--- config.mk ---
export PLATFORM = sky130hd
export DESIGN_NAME = mem_wb_stage
export DESIGN_NICKNAME = d
export VERILOG_FILES = /design/src/rtl/mem_wb_stage.sv
export SDC_FILE = /design/constraint.sdc
export NUM_CORES = 1
export LEC_CHECK = 0
export ABC_AREA = 1
export CAP_MARGIN = 15
export CORE_MARGIN = 2
export CORE_UTILIZATION = 46
export CTS_CLUSTER_SIZE = 12
export DETAILED_ROUTE_END_ITERATION = 7
export HOLD_SLACK_MARGIN = 0.12
export PLACE_DENSITY = 0.81
export SLEW_MARGIN = 10
export SYNTH_ARGS = -nofsm -noshare
export SYNTH_HDL_FRONTEND = slang
export SYNTH_SLANG_ARGS = --single-unit
--- constraint.sdc ---
create_clock -name clk -period 2 [get_ports clk]
set_clock_uncertainty 0.1 [all_clocks]
set_input_delay 0.2 -clock clk [delete_from_list [all_inputs] [get_ports clk]]
set_output_delay 0.2 -clock clk [all_outputs]
set_load 0.005 [all_outputs]
--- src/rtl/mem_wb_stage.sv ---
// mem_wb_stage: back end of the pipeline behind the execute stage.
//
// Holds the EX/MEM and MEM/WB pipeline registers, drives the data SRAM port from EX/MEM,
// aligns and extends load data in WB, and returns EX/MEM and WB values to the execute-stage
// forwarding muxes. It flags misaligned data addresses and suppresses the register write of
// faulting or overflowing instructions.
//
// Ports
//   clk, rst              rising-edge clock, asynchronous active-low reset
//   ex_valid              execute stage holds a real instruction
//   ex_out                execute result; also the memory address
//   ex_rt_data            forwarded Rt value (store data)
//   ex_rd                 destination register
//   ex_regwrite/memread/memwrite/mem_sign   control bits (mem_sign=1: sign-extending load)
//   ex_mem_size           00 byte, 01 half, 10/11 word
//   ex_overflow           arithmetic overflow, kills the register write
//   ex_result_notok       execute result unusable, inserts a bubble
//   stall                 freezes both pipeline registers
//   flush                 turns the EX/MEM load into a bubble (wins over stall)
//   data_sram_*           SRAM port; rdata is valid one cycle after en
//   EX_MEM_*              EX/MEM result and control for forwarding / hazard detection
//   WBvalue, MEM_WB_*     write-back data, destination and write enable
//   adel, ades            load / store address error, combinational from EX/MEM
module mem_wb_stage (
  input  logic        clk,
  input  logic        rst,
  input  logic        ex_valid,
  input  logic [31:0] ex_out,
  input  logic [31:0] ex_rt_data,
  input  logic [4:0]  ex_rd,
  input  logic        ex_regwrite,
  input  logic        ex_memread,
  input  logic        ex_memwrite,
  input  logic        ex_mem_sign,
  input  logic [1:0]  ex_mem_size,
  input  logic        ex_overflow,
  input  logic        ex_result_notok,
  input  logic        stall,
  input  logic        flush,
  output logic        data_sram_en,
  output logic [3:0]  data_sram_wen,
  output logic [31:0] data_sram_addr,
  output logic [31:0] data_sram_wdata,
  input  logic [31:0] data_sram_rdata,
  output logic [31:0] EX_MEM_aluout,
  output logic [4:0]  EX_MEM_Rd,
  output logic        EX_MEM_RegWrite,
  output logic        EX_MEM_MemRead,
  output logic [31:0] WBvalue,
  output logic [4:0]  MEM_WB_Rd,
  output logic        MEM_WB_RegWrite,
  output logic        adel,
  output logic        ades
);

  localparam logic [1:0] SizeByte = 2'b00;
  localparam logic [1:0] SizeHalf = 2'b01;

  // ---------------------------------------------------------------------------------------------
  // EX/MEM register
  // ---------------------------------------------------------------------------------------------
  logic        r_em_valid;
  logic [31:0] r_em_result;
  logic [31:0] r_em_rt;
  logic [4:0]  r_em_rd;
  logic        r_em_regwrite;
  logic        r_em_memread;
  logic        r_em_memwrite;
  logic        r_em_sign;
  logic [1:0]  r_em_size;

  // A bubble clears every field, so a dead slot never leaks stale data onto the SRAM port
  // or the forwarding path.
  always_ff @(posedge clk or negedge rst) begin
    if (!rst) begin
      r_em_valid    <= 1'b0;
      r_em_result   <= '0;
      r_em_rt       <= '0;
      r_em_rd       <= '0;
      r_em_regwrite <= 1'b0;
      r_em_memread  <= 1'b0;
      r_em_memwrite <= 1'b0;
      r_em_sign     <= 1'b0;
      r_em_size     <= '0;
    end else if (flush || (!stall && (ex_result_notok || !ex_valid))) begin
      r_em_valid    <= 1'b0;
      r_em_result   <= '0;
      r_em_rt       <= '0;
      r_em_rd       <= '0;
      r_em_regwrite <= 1'b0;
      r_em_memread  <= 1'b0;
      r_em_memwrite <= 1'b0;
      r_em_sign     <= 1'b0;
      r_em_size     <= '0;
    end else if (!stall) begin
      r_em_valid    <= 1'b1;
      r_em_result   <= ex_out;
      r_em_rt       <= ex_rt_data;
      r_em_rd       <= ex_rd;
      r_em_regwrite <= ex_regwrite & ~ex_overflow;
      r_em_memread  <= ex_memread;
      r_em_memwrite <= ex_memwrite;
      r_em_sign     <= ex_mem_sign;
      r_em_size     <= ex_mem_size;
    end
  end

  // ---------------------------------------------------------------------------------------------
  // Address check and SRAM port
  // ---------------------------------------------------------------------------------------------
  logic w_misaligned;
  logic w_adel;
  logic w_ades;
  logic w_en;

  always_comb begin
    w_misaligned = 1'b0;
    unique case (r_em_size)
      SizeByte: w_misaligned = 1'b0;
      SizeHalf: w_misaligned = r_em_result[0];
      default:  w_misaligned = |r_em_result[1:0];
    endcase
  end

  assign w_adel = r_em_valid & r_em_memread  & w_misaligned;
  assign w_ades = r_em_valid & r_em_memwrite & w_misaligned;
  assign w_en   = r_em_valid & (r_em_memread | r_em_memwrite) & ~w_adel & ~w_ades & ~stall;

  logic [3:0]  w_wen;
  logic [31:0] w_wdata;

  always_comb begin
    w_wen = 4'b0000;
    if (w_en && r_em_memwrite) begin
      unique case (r_em_size)
        SizeByte: w_wen = 4'b0001 << r_em_result[1:0];
        SizeHalf: w_wen = 4'b0011 << {r_em_result[1], 1'b0};
        default:  w_wen = 4'b1111;
      endcase
    end
  end

  // Store data is replicated across lanes; the byte mask picks the lane that lands.
  always_comb begin
    w_wdata = r_em_rt;
    unique case (r_em_size)
      SizeByte: w_wdata = {4{r_em_rt[7:0]}};
      SizeHalf: w_wdata = {2{r_em_rt[15:0]}};
      default:  w_wdata = r_em_rt;
    endcase
  end

  assign data_sram_en    = w_en;
  assign data_sram_wen   = w_wen;
  assign data_sram_addr  = r_em_result;
  assign data_sram_wdata = w_wdata;
  assign adel            = w_adel;
  assign ades            = w_ades;

  assign EX_MEM_aluout   = r_em_result;
  assign EX_MEM_Rd       = r_em_rd;
  assign EX_MEM_RegWrite = r_em_regwrite;
  assign EX_MEM_MemRead  = r_em_memread;

  // ---------------------------------------------------------------------------------------------
  // MEM/WB register
  // ---------------------------------------------------------------------------------------------
  logic [31:0] r_wb_result;
  logic [4:0]  r_wb_rd;
  logic        r_wb_regwrite;
  logic        r_wb_memread;
  logic [1:0]  r_wb_size;
  logic        r_wb_sign;
  logic [1:0]  r_wb_off;

  always_ff @(posedge clk or negedge rst) begin
    if (!rst) begin
      r_wb_result   <= '0;
      r_wb_rd       <= '0;
      r_wb_regwrite <= 1'b0;
      r_wb_memread  <= 1'b0;
      r_wb_size     <= '0;
      r_wb_sign     <= 1'b0;
      r_wb_off      <= '0;
    end else if (!stall) begin
      if (!r_em_valid) begin
        r_wb_result   <= '0;
        r_wb_rd       <= '0;
        r_wb_regwrite <= 1'b0;
        r_wb_memread  <= 1'b0;
        r_wb_size     <= '0;
        r_wb_sign     <= 1'b0;
        r_wb_off      <= '0;
      end else begin
        r_wb_result   <= r_em_result;
        r_wb_rd       <= r_em_rd;
        r_wb_regwrite <= r_em_regwrite & ~w_adel;
        r_wb_memread  <= r_em_memread;
        r_wb_size     <= r_em_size;
        r_wb_sign     <= r_em_sign;
        r_wb_off      <= r_em_result[1:0];
      end
    end
  end

  // ---------------------------------------------------------------------------------------------
  // Read-data hold: the SRAM only drives the load word for one cycle, so a stall while a load
  // sits in WB would otherwise lose it.
  // ---------------------------------------------------------------------------------------------
  logic        r_hold_valid;
  logic [31:0] r_hold_data;

  always_ff @(posedge clk or negedge rst) begin
    if (!rst) begin
      r_hold_valid <= 1'b0;
      r_hold_data  <= '0;
    end else if (stall) begin
      if (r_wb_memread && !r_hold_valid) begin
        r_hold_valid <= 1'b1;
        r_hold_data  <= data_sram_rdata;
      end
    end else begin
      r_hold_valid <= 1'b0;
    end
  end

  // ---------------------------------------------------------------------------------------------
  // Load alignment and extension
  // ---------------------------------------------------------------------------------------------
  logic [31:0] w_src;
  logic [7:0]  w_byte;
  logic [15:0] w_half;
  logic [31:0] w_load;

  always_comb begin
    w_src  = r_hold_valid ? r_hold_data : data_sram_rdata;
    w_byte = w_src[7:0];
    unique case (r_wb_off)
      2'd0: w_byte = w_src[7:0];
      2'd1: w_byte = w_src[15:8];
      2'd2: w_byte = w_src[23:16];
      2'd3: w_byte = w_src[31:24];
    endcase
    w_half = r_wb_off[1] ? w_src[31:16] : w_src[15:0];
    w_load = w_src;
    unique case (r_wb_size)
      SizeByte: w_load = {{24{r_wb_sign & w_byte[7]}}, w_byte};
      SizeHalf: w_load = {{16{r_wb_sign & w_half[15]}}, w_half};
      default:  w_load = w_src;
    endcase
  end

  assign WBvalue         = r_wb_memread ? w_load : r_wb_result;
  assign MEM_WB_Rd       = r_wb_rd;
  assign MEM_WB_RegWrite = r_wb_regwrite;

endmodule

; ---- Yosys cells after proc, flatten, opt, wreduce, memory -nomap -nowiden
; Cells that the tools add are included.
[totals]
in_bits = 114
out_inout_bits = 148
ff_bits = 153
[op_classes]
n_reduce_logical = 13
n_eq_ne = 7
n_shift = 2
muxes = 36
bitwise = 17
[op_table]
columns = operator, count
row1 = 2-to-1 mux 32 bit, 7
row2 = one-hot mux 32 bit (2 select lines), 2
row3 = one-hot mux 8 bit (4 select lines), 1
row4 = 2-to-1 mux 16 bit, 1
row5 = 2-to-1 mux 1 bit, 15
row6 = 2-to-1 mux 5 bit, 3
row7 = AND 1 bit, 12
row8 = 2-to-1 mux 2 bit, 4
row9 = one-hot mux 4 bit (2 select lines), 1
row10 = "== test 2 x 1 -> 1 bit, second input constant", 3
row11 = logical NOT 2 bit, 3
row12 = "== test 2 bit, second input constant", 2
row13 = 2-to-1 mux 4 bit, 1
row14 = "!= test 2 x 1 -> 1 bit, second input constant", 2
row15 = inverter 1 bit, 4
row16 = "<< shifter 1 x 2 -> 4 bit, first input constant", 1
row17 = "<< shifter 2 x 2 -> 4 bit, first input constant", 1
row18 = logical AND 1 bit, 3
row19 = logical NOT 1 bit, 3
row20 = logical OR 1 bit, 2
row21 = one-hot mux 1 bit (2 select lines), 1
row22 = AND reduction 2 bit, 1
row23 = OR reduction 2 bit, 1
row24 = OR 1 bit, 1

; ---- Depth between registers and ports, before layout
[depth]
ltp_word = 9
depth_mapped = 12
depth_no_buf = 11

; ---- Least setup slack after synthesis
; No wires, ideal clock.
[synth_timing]
kind = flip-flop to output port
startpoint = reg r_hold_valid
endpoint = out WBvalue[15]
t_required_ns = 1.700
path_slack_ns = 0.418
path_stages_with_launch = 11
arrival_time_ns = 1.282
path_cell_list = dfrtp_1 inv_2 nand2_1 nand2_1 nand2_1 nand2_1 inv_1 nand2_1 nand3_2 buf_6 a22oi_1
[synth_via]
elab_chain_len = 5
[synth_rtl]
columns = element, line_no
row1 = start: declaration, 210  ; logic r_hold_valid;
row2 = start signal: assignment, 215  ; r_hold_valid <= 1'b0;
row3 = start signal: assignment, 219  ; r_hold_valid <= 1'b1;
row4 = start signal: assignment, 223  ; r_hold_valid <= 1'b0;
row5 = 2-to-1 mux 32 bit *, 236  ; w_src = r_hold_valid ? r_hold_data : data_sram_rdata;
row6 = one-hot mux 8 bit (4 select lines), 238  ; unique case (r_wb_off)
row7 = AND 1 bit, 247  ; SizeByte: w_load = {{24{r_wb_sign & w_byte[7]}}, w_byte};
row8 = one-hot mux 32 bit (2 select lines) *, 246  ; unique case (r_wb_size)
row9 = 2-to-1 mux 32 bit *, 253  ; assign WBvalue = r_wb_memread ? w_load : r_wb_result;
row10 = end: declaration, 49  ; output logic [31:0] WBvalue,
; Mark *: on every way between the ends. The rest lies on a longest branch, timed or not.

; ---- Worst setup path in the final report
[layout_timing]
startpoint = reg r_hold_valid
endpoint = out WBvalue[20]
[layout_via]
elab_chain_len = 5
[layout_rtl]
columns = element, line_no
row1 = 2-to-1 mux 32 bit *, 236
row2 = one-hot mux 8 bit (4 select lines) / 2-to-1 mux 16 bit (equally long branches), "238, 244"
row3 = "AND 1 bit, on equally long branches", "247, 248"
row4 = one-hot mux 32 bit (2 select lines) *, 246
row5 = 2-to-1 mux 32 bit *, 253
; Marked as above.

==> qor.txt <==
die height -> 134.2 um
Final Worst Setup Slack -> -0.4887 ns
dominant cell type by area after synthesis -> dfrtp_1
largest net degree at the start of global routing -> 59
crit path time final -> 2.489 ns
Yosys reg bits -> 151
CTS root buffer -> clkbuf_16
Placement Cell Area -> 0.01075 mm^2
hpwl dp -> 18.65 mm
n_diodes -> 0
Initial Utilization -> 0.4703
fmax -> 0.4018 GHz
I/O pin count -> 262
GRT overflow -> 0
Worst setup SP type -> register
DR iter-0 viols -> 612
Vias/cell -> 5.239
Vias -> 8,036
CTS Buf Count -> 17
Total GRT Usage -> 0.2832
Post-synth EDFFs -> 0
Worst-Margin Slew -> 0.5671 ns
Required @ worst endpoint -> 1.70 ns
Area contributors post-synth -> dfrtp_1 48%, inv_1 11%, nand2_1 9.3%
Worst Hold Class -> primary input to asynchronous set/reset pin
status -> finished with violations
clk buf depth -> 2
RSZ-0062 raised after global routing -> yes
Worst Path Arrival -> 2.19 ns
final hold violation count -> 0
worst-path fanout max -> 8
share of cells above drive strength 1 -> 0.2078
clk sinks -> 151
Synth Warn # -> 0
post-synth cell types -> 28
final hold slack -> 0.2063 ns
vias in the first global route -> 7,755
total wire length -> 26.78 mm
top_reg_cell synth -> dfrtp_1
Final #Nets -> 1,415
Clock Latency Late Sink -> 0.43 ns
Port Buf Inserts -> 261
Mapped Area -> 0.007800 mm^2
row count -> 47
Final ANT Viol Nets -> 0
failing checks -> setup timing
Setup Crit Path Kind -> register to output port
max-cap viol count -> 0
Max transition margin -> 0.6219
most frequent cell after synthesis -> inv_1
Final Util -> 0.7231
cell count after synthesis -> 1,020
Final Power -> 7.624 mW
area grow syn2layout -> 53.74%
post-route cell area -> 0.01199 mm^2
CTS clk-pin slew, worst paths -> 0.06 ns
critical path's slowest cell -> dfrtp_2
H-Tree Depth -> 4
critical path endpoint category -> output port
VDD IR max -> 572.7 uV
Slew Limit Fails -> 0
Chip Width -> 134.2 um
Post-synth top cells -> 228 x inv_1, 193 x nand2_1, 151 x dfrtp_1, 95 x o22ai_1, 81 x o21ai_0
PD cells -> 635.8 mW/mm^2
first-pass GRT wire length -> 39.19 mm
Pre-antenna DRT Iters -> 7
CP max stage delay -> 0.43 ns
CTS tree -> done
Leakage Power -> 6.087 nW
Synthesized Nets -> 1,134
Final Wtd Congestion -> 0.9073
initial antenna violation count -> 0
routed length per instance -> 17.46 um
Fill cells -> 1,257
top cell type's share of synthesized area -> 0.4844
Seq/Total Area, Yosys -> 0.4844
Core Footprint -> 0.01658 mm^2
Synth Area per Inst -> 7.647 um^2
Final period util -> 1.244
DRC viols -> 0
Final Setup Violations -> 37
Die Footprint -> 0.01801 mm^2
cells along the critical path -> clkinv_4 -> nand2_2 -> nand2_4 -> a21oi_2 -> nand2_4 -> nand3_4 -> buf_6 -> clkbuf_16 -> buf_6 -> nand3_2 -> nand2_1 -> inv_1 -> buf_2
Post-synth ARST share -> 1.000
==> sequential cells by signal (all words and copies together) (netlist names), 2 cells and up <==
signal	flops
r_em_size	2
r_wb_result	32
MEM_WB_Rd	5
EX_MEM_aluout	32
r_hold_data	32
EX_MEM_Rd	5
r_wb_size	2
r_em_rt	32
==> path summary, 6_finish.rpt <==
check,startpoint,to,slack [ns],cells past startpoint
setup / recovery,r_hold_valid,WBvalue[20],-0.49,13
hold / removal,rst,r_hold_data[25],0.21,2
setup reg to reg,r_em_valid,r_wb_result[24],0.46,5
hold reg to reg,MEM_WB_RegWrite,MEM_WB_RegWrite,0.39,2
max in group asynchronous,rst,r_em_rt[18],0.88,3
min in group clk,ex_rd[4],EX_MEM_Rd[4],0.21,3
==> worst max-delay path: cells and delay by family (launching register included) <==
kind | cells | cell delay (ns)
flops | 1 | 0.43
simple gates | 6 | 0.52
compound gates | 1 | 0.20
buf+inv | 6 | 0.61
==> metrics by stage <==
stage	TNS, ns	setup WS, ns	std cells
floorplan	0	0.4181	1020
global placement	-10.91	-0.3433	1471
detailed placement	-12.77	-0.3672	1471
CTS	-17.09	-0.6648	1517
global route	-15.17	-0.5647	1534
finish	-11.81	-0.4887	1534
==> kinds of logic (layout without fill, tap and decap cells) <==
logic type | count (synthesis) | after routing | synth area share
and+or+nand+nor | 291 | 291 | 0.1489
buffers and inverters | 332 | 626 | 0.1854
DFF | 151 | 151 | 0.4844
muxes | 3 | 3 | 0.004331
AOI/OAI and AO/OA | 243 | 243 | 0.1769
==> layer usage <==
metal,vias up,part of all wire,GRT usage,wire (um)
li1,3743,-,-,-
met1,3779,0.36,0.3177,9721
met2,425,0.50,0.4841,13510
met3,89,0.083,0.07974,2235
met4,0,0.049,0.1614,1313
met5,-,0,0,0
==> cells in the final DEF, fill, tap and decap left out, drive strengths merged, types with 3 or more instances in the layout <==
cell type      count
a21oi             38
buf              126
bufinv             4
clkbuf            37
clkdlybuf4s15      3
clkdlybuf4s50    197
clkinv             6
dfrtp            151
dlygate4sd2        6
dlymetal6s2s      11
inv              234
mux2               3
nand2            193
nand3             40
nor2              56
o21ai             96
o221ai             8
o22ai             95
==> final cells by class <==
type                    instances  area, um^2  area share
clock buffers                  22       474.2     0.03955
clock inverters                10       167.7     0.01398
inverters                     235       889.6     0.07419
multi-input cells             537        2978      0.2483
flip-flops and latches        151        3780      0.3152
well taps                     220       275.3     0.02295
repair buffers                359        3427      0.2858
==> power breakdown <==
| part | switching (mW) | total [mW] | internal, mW |
|---|---|---|---|
| sequential | 0.0811 | 3.25 | 3.17 |
| combinational | 0.424 | 0.886 | 0.462 |
| clock | 1.29 | 3.49 | 2.20 |
==> what timing repair did <==
action                                 in CTS  in global routing
resized for setup                         150                171
hold buffers                                1                  0
buffers inserted                           12                 14
setup endpoints to repair                  63                 55
pin swaps                                   5                 34
gates cloned                                1                  5
endpoints found under the hold margin     133                  0
No activity file was read; power rests on OpenSTA's default activity.
